$ cat config.mk
export PLATFORM = sky130hd
export DESIGN_NAME = masking_share_encoder_3sh
export DESIGN_NICKNAME = d
export VERILOG_FILES = /design/src/rtl/masking_share_encoder_3sh.sv
export SDC_FILE = /design/constraint.sdc
export NUM_CORES = 1
export LEC_CHECK = 0
export BUFFER_PORTS_ARGS = -buffer_cell sky130_fd_sc_hd__buf_2
export CORE_ASPECT_RATIO = 0.7
export CORE_MARGIN = 10
export CORE_UTILIZATION = 55
export CTS_CLUSTER_DIAMETER = 80
export CTS_CLUSTER_SIZE = 10
export DETAILED_ROUTE_END_ITERATION = 16
export HOLD_SLACK_MARGIN = 0.03
export PLACE_DENSITY = 0.79
export SLEW_MARGIN = 25
export SYNTH_ARGS = -nofsm -noshare
export SYNTH_HDL_FRONTEND = slang
export SYNTH_SLANG_ARGS = --single-unit
$ cat constraint.sdc
create_clock -name clk -period 4.7 [get_ports clk]
set_clock_uncertainty 0.2 [all_clocks]
set_input_delay 0.94 -clock clk [delete_from_list [all_inputs] [get_ports clk]]
set_output_delay 0.94 -clock clk [all_outputs]
set_load 0.05 [all_outputs]
$ cat src/rtl/masking_share_encoder_3sh.sv
// masking_share_encoder_3sh: producer end of the 3-share masked LED datapath.
//
// Takes an unshared WIDTH-bit word over a valid/ready handshake, gathers 2*WIDTH
// fresh bits from an internal seeded 32-bit Galois LFSR over NCYC = 2*WIDTH/RPC
// cycles, and presents a Boolean 3-share encoding (sh1 ^ sh2 ^ sh3 = data) on a
// second valid/ready handshake. All share outputs come straight from registers.
//
// Build option: define ENC_ZERO_RAND_EN to force the random buffer to zero
// (sh1 = sh2 = 0, sh3 = data) for functional debug. Timing, handshakes and
// LFSR stepping are identical to the masked build.

module masking_share_encoder_3sh #(
  parameter int unsigned WIDTH = 64,
  parameter int unsigned RPC   = 16
) (
  input  logic             clk,
  input  logic             rst,
  input  logic             seed_valid,
  input  logic [31:0]      seed,
  input  logic             in_valid,
  output logic             in_ready,
  input  logic [WIDTH-1:0] in_data,
  output logic             out_valid,
  input  logic             out_ready,
  output logic [WIDTH-1:0] out_sh1,
  output logic [WIDTH-1:0] out_sh2,
  output logic [WIDTH-1:0] out_sh3,
  output logic             busy
);

  // Random buffer width and number of GEN cycles needed to fill it.
  localparam int unsigned RandW = 2 * WIDTH;
  localparam int unsigned NCYC  = RandW / RPC;
  localparam int unsigned CntW  = (NCYC > 1) ? $clog2(NCYC) : 1;

  localparam logic [CntW-1:0] CntLast = CntW'(NCYC - 1);

  // x^32 + x^22 + x^2 + x + 1, right-shifting Galois form.
  localparam logic [31:0] LfsrTaps  = 32'h8020_0003;
  localparam logic [31:0] LfsrReset = 32'h0000_0001;

  localparam logic [1:0] StIdle = 2'd0;
  localparam logic [1:0] StGen  = 2'd1;
  localparam logic [1:0] StOut  = 2'd2;

  logic [1:0]       state_q, state_d;
  logic [CntW-1:0]  cnt_q, cnt_d;
  logic [31:0]      lfsr_q, lfsr_d;
  logic [WIDTH-1:0] data_q, data_d;
  logic [RandW-1:0] rand_q, rand_d;
  logic [WIDTH-1:0] sh1_q, sh1_d;
  logic [WIDTH-1:0] sh2_q, sh2_d;
  logic [WIDTH-1:0] sh3_q, sh3_d;

  logic [31:0]      lfsr_next;
  logic [RandW-1:0] rand_fill;
  logic             accept;
  logic             gen_last;

  // Unrolled RPC single steps of the LFSR, used only while in GEN.
  always_comb begin
    lfsr_next = lfsr_q;
    for (int i = 0; i < int'(RPC); i++) begin
      if (lfsr_next[0]) begin
        lfsr_next = (lfsr_next >> 1) ^ LfsrTaps;
      end else begin
        lfsr_next = lfsr_next >> 1;
      end
    end
  end

  // Buffer contents after this GEN cycle: shift left, new bits at the LSBs.
`ifdef ENC_ZERO_RAND_EN
  assign rand_fill = '0;
`else
  assign rand_fill = {rand_q[RandW-RPC-1:0], lfsr_next[RPC-1:0]};
`endif

  // Handshake-side decodes.
  assign in_ready  = (state_q == StIdle) && !seed_valid;
  assign accept    = in_valid && in_ready;
  assign gen_last  = (cnt_q == CntLast);
  assign out_valid = (state_q == StOut);
  assign busy      = (state_q != StIdle);
  assign out_sh1   = sh1_q;
  assign out_sh2   = sh2_q;
  assign out_sh3   = sh3_q;

  // Next-state logic for the FSM, LFSR, buffers and share registers.
  always_comb begin
    state_d = state_q;
    cnt_d   = cnt_q;
    lfsr_d  = lfsr_q;
    data_d  = data_q;
    rand_d  = rand_q;
    sh1_d   = sh1_q;
    sh2_d   = sh2_q;
    sh3_d   = sh3_q;

    unique case (state_q)
      StIdle: begin
        if (seed_valid) begin
          // An all-zero seed would lock the LFSR; fall back to the reset value.
          lfsr_d = (seed == 32'h0) ? LfsrReset : seed;
        end else if (accept) begin
          data_d  = in_data;
          cnt_d   = '0;
          state_d = StGen;
        end
      end

      StGen: begin
        lfsr_d = lfsr_next;
        rand_d = rand_fill;
        cnt_d  = cnt_q + 1'b1;
        if (gen_last) begin
          // sh3 is formed only at the register input, so the unmasked word
          // never reaches an output through combinational logic.
          sh1_d   = rand_fill[WIDTH-1:0];
          sh2_d   = rand_fill[RandW-1:WIDTH];
          sh3_d   = data_q ^ rand_fill[WIDTH-1:0] ^ rand_fill[RandW-1:WIDTH];
          cnt_d   = '0;
          state_d = StOut;
        end
      end

      StOut: begin
        if (out_ready) begin
          // Scrub the word and its randomness once the consumer has them.
          data_d  = '0;
          rand_d  = '0;
          sh1_d   = '0;
          sh2_d   = '0;
          sh3_d   = '0;
          state_d = StIdle;
        end
      end

      default: begin
        state_d = StIdle;
      end
    endcase
  end

  // State registers with synchronous active-high reset.
  always_ff @(posedge clk) begin
    if (rst) begin
      state_q <= StIdle;
      cnt_q   <= '0;
      lfsr_q  <= LfsrReset;
      data_q  <= '0;
      rand_q  <= '0;
      sh1_q   <= '0;
      sh2_q   <= '0;
      sh3_q   <= '0;
    end else begin
      state_q <= state_d;
      cnt_q   <= cnt_d;
      lfsr_q  <= lfsr_d;
      data_q  <= data_d;
      rand_q  <= rand_d;
      sh1_q   <= sh1_d;
      sh2_q   <= sh2_d;
      sh3_q   <= sh3_d;
    end
  end

endmodule

==> results.sh <==
export IMPL_hpwl_um=37590
export IMPL_rr_worst_depth=6
export IMPL_synth_flop_cell="dfxtp_1"
export IMPL_synthArstFlopShare_pct=0
export IMPL_maxCapViolCount=0
export IMPL_rows=51
export IMPL_grt_max_degree=161
export IMPL_netlist_area_leader_share_pct=51.06
export IMPL_viasPerCell=6.125
export IMPL_synth_area_top_cells="dfxtp_1 51%, a22oi_1 8.7%, xnor2_1 8.3%"
export IMPL_nNetsFinal=2120
export IMPL_worst_path_most_repeated_cell="buf_4"
export IMPL_slew_headroom_pct=25.88
export IMPL_grt_usage_pct=28.68
export IMPL_yosysTopAreaCell="dfxtp_1"
export IMPL_netlist_area_um2=15880
export IMPL_slowest_delay_ns=0.71
export IMPL_startpoint_type="flop"
export IMPL_grt_pass1_wl_um=82900
export IMPL_synthesis_nets=1913
export IMPL_drv_slew=0
export IMPL_avgSynthCellArea_um2=8.772
export IMPL_p_seq_share_pct=45.9
export IMPL_synth_edf_count=0
export IMPL_crit_path_end_kind="flop"
export IMPL_die_w_um=223.1
export IMPL_drt_total_wl_um=54830
export IMPL_rsz0062_at_grt="false"
export IMPL_rrSetupSlack_ns=1.43
export IMPL_yosysUniqueCellTypes=41
export IMPL_status="finished, final reports clean"
export IMPL_setup_viol=0
export IMPL_cp_num_buf_inv=2
export IMPL_ant_nets=0
export IMPL_hold_depth=2
export IMPL_finalCritPeriodShare_pct=69.58
export IMPL_layout_drive_gt1_share_pct=19.18
export IMPL_num_io_pins=296
export IMPL_cts_path_max_buffers=3
export IMPL_p_leak_nw=7.171
export IMPL_worst_hold_startpoint="out_sh2[49]$_SDFFE_PP0P_"
export IMPL_dp_cells=2340
export IMPL_vias=14640
export IMPL_setup_tns_ns=0
export IMPL_synthTopCellsByCount="405 x dfxtp_1, 221 x nor2_1, 218 x nand2_1"
export IMPL_clock_latency_ns=0.55
export IMPL_cts_setup_buffers=0
export IMPL_p_comb_share_pct=15.2
export IMPL_cts_clk_slew_worst_paths_ns=0.05
export IMPL_antenna_found_initial=1
export IMPL_path_max_fanout=67
export IMPL_hold_path_class="reg2reg"
export IMPL_final_hold_violation_count=0
export IMPL_grt_overflow=0
export IMPL_whs_endpoint="out_sh2[49]$_SDFFE_PP0P_"
export IMPL_p_clk_share_pct=38.9
export IMPL_period_needed_ns=3.270
export IMPL_required_ns=4.96
export IMPL_synth_seq_cells=405
export IMPL_power_density_nw_per_um2=423.8
export IMPL_p_int_w=0.005734
export IMPL_tightest_slew_ns=1.112
export IMPL_die_h_um=162.2
export IMPL_hold_buffers=0
export IMPL_vdd_drop_max_v=0.0003065
export IMPL_initialDrtViolationCount=2012
export IMPL_cts_buffers_inserted=46
export IMPL_die_area_um2=36170
export IMPL_critPathLaunch="state_q[0]$_SDFFE_PP0P_"
export IMPL_post_synth_top_count_cell="dfxtp_1"
export IMPL_cts_resized=0
export IMPL_swShare_pct=27.49
export IMPL_grt_pass1_vias=13760
export IMPL_path_cells="nor2b_4 > buf_4 > and2_4 > buf_4 > nand3_1 > a21oi_1"
export IMPL_criticalPathCategory="reg2reg"
export IMPL_fin_cells=2390
export IMPL_wl_per_cell_um=22.94
export IMPL_coreArea_um2=28140
export IMPL_drc=0
export IMPL_globalplace_congestion=0.9314
export IMPL_cp_top_family="buffers and inverters"
export IMPL_clkSinkCount=405
export IMPL_whs_ns=0.2470
export IMPL_start_util_pct=56.42
export IMPL_p_switching_w=0.002173
export IMPL_yosysSeqAreaShare_pct=51.06
export IMPL_reg2reg_from="state_q[0]$_SDFFE_PP0P_"
export IMPL_slowest_stage="buf_4"
export IMPL_ctsHtreeMaxLevel=2
export IMPL_max_clock_freq_mhz=305.8
export IMPL_area_growth_pct=17.52
export IMPL_io_buffers=295
export IMPL_drtPass1Iterations=6
export IMPL_ys_warn_count=0
export IMPL_r2r_end="out_sh2[18]$_SDFFE_PP0P_"
export IMPL_synthCells=1810
export IMPL_cts_tree="built"
export IMPL_arrival_ns=3.53
export IMPL_cts_root_buf="clkbuf_16"
==> layout by cell type, fill, tap and decap left out, types with 10 or more instances in the layout <==
| cell type | n |
|---|---|
| dfxtp_1 | 405 |
| buf_4 | 16 |
| buf_2 | 294 |
| xor2_1 | 12 |
| xnor2_1 | 150 |
| a22oi_1 | 183 |
| nand3_1 | 167 |
| clkbuf_16 | 47 |
| nor2_1 | 220 |
| nor4_1 | 10 |
| a21oi_1 | 203 |
| nand2_1 | 216 |
| o21ai_0 | 10 |
==> per-layer routing <==
metal  GRT usage (%)  part of all wire [%]
met3           6.600                    11
met2           42.65                    43
met4           6.524                   1.9
met1           41.23                    44
met5               0                     0
==> cells by family (layout without fill, tap and decap cells) <==
logic type / after synthesis / in the layout / synth area share, %
buffers and inverters: 159 / 367 / 3.916
xor gates and xnor gates: 174 / 174 / 10.70
DFF: 405 / 405 / 51.06
other: 0 / 1 / 0
muxes: 1 / 1 / 0.07092
AOI/OAI and AO/OA: 432 / 432 / 17.27
adders and majority gates: 2 / 2 / 0.1576
and+or+nand+nor: 637 / 637 / 16.82
==> power by group through the flow <==
stage	Combinational [W]	Sequential [W]	Clock [W]
finish	0.00120	0.00363	0.00308
global route	0.00128	0.00364	0.00323
CTS	0.00118	0.00363	0.00308
detailed placement	0.00117	0.00370	0
global placement	0.00117	0.00370	0
floorplan	0.000837	0.00366	0
==> worst max path at each step <==
| stage | end | slack (ns) | cells after the start |
|---|---|---|---|
| 2_1_floorplan | in_ready | 1.97 | 3 |
| 3_3_place_gp | out_sh2[17]$_SDFFE_PP0P_ | 1.56 | 6 |
| 3_5_place_dp | out_sh1[3]$_SDFFE_PP0P_ | 1.48 | 6 |
| 4_1_cts | out_sh2[18]$_SDFFE_PP0P_ | 1.46 | 6 |
| 5_1_grt | out_sh1[62]$_SDFFE_PP0P_ | 1.23 | 6 |
| 6_report | out_sh2[18]$_SDFFE_PP0P_ | 1.43 | 6 |
==> tightest hold or removal path, delay by kind of cell (launching register included) <==
family / cells / cell delay (ns)
compound gates: 1 / 0.05
simple gates: 1 / 0.05
flops: 1 / 0.30
==> stage by stage <==
step | util, % | worst slack, ns | power, W | cell area, um^2
floorplan | - | 1.966 | 0.004492 | 15880
global placement | 62.06 | 1.565 | 0.004870 | 17460
detailed placement | 62.06 | 1.479 | 0.004874 | 17460
CTS | 66.30 | 1.463 | 0.007892 | 18660
global route | 66.31 | 1.228 | 0.008149 | 18660
finish | 66.31 | 1.430 | 0.007907 | 18660
==> state kept, by name (all words and copies together) (netlist names) <==
register and flops:
cnt_q 3, data_q 64, lfsr_q 32, out_sh1 64
out_sh2 64, out_sh3 64, rand_q 112, state_q 2
==> final cells by class <==
type                    instances  area (um^2)
multi-input cells            1246         7194
fillers                      2368         9482
repair buffers                315         1687
inverters                       3        11.26
clock inverters                 2        16.27
flip-flops and latches        405         8108
diodes                          1        2.502
clock buffers                  47         1176
well taps                     371        464.2
No activity file was read; power rests on OpenSTA's default activity.
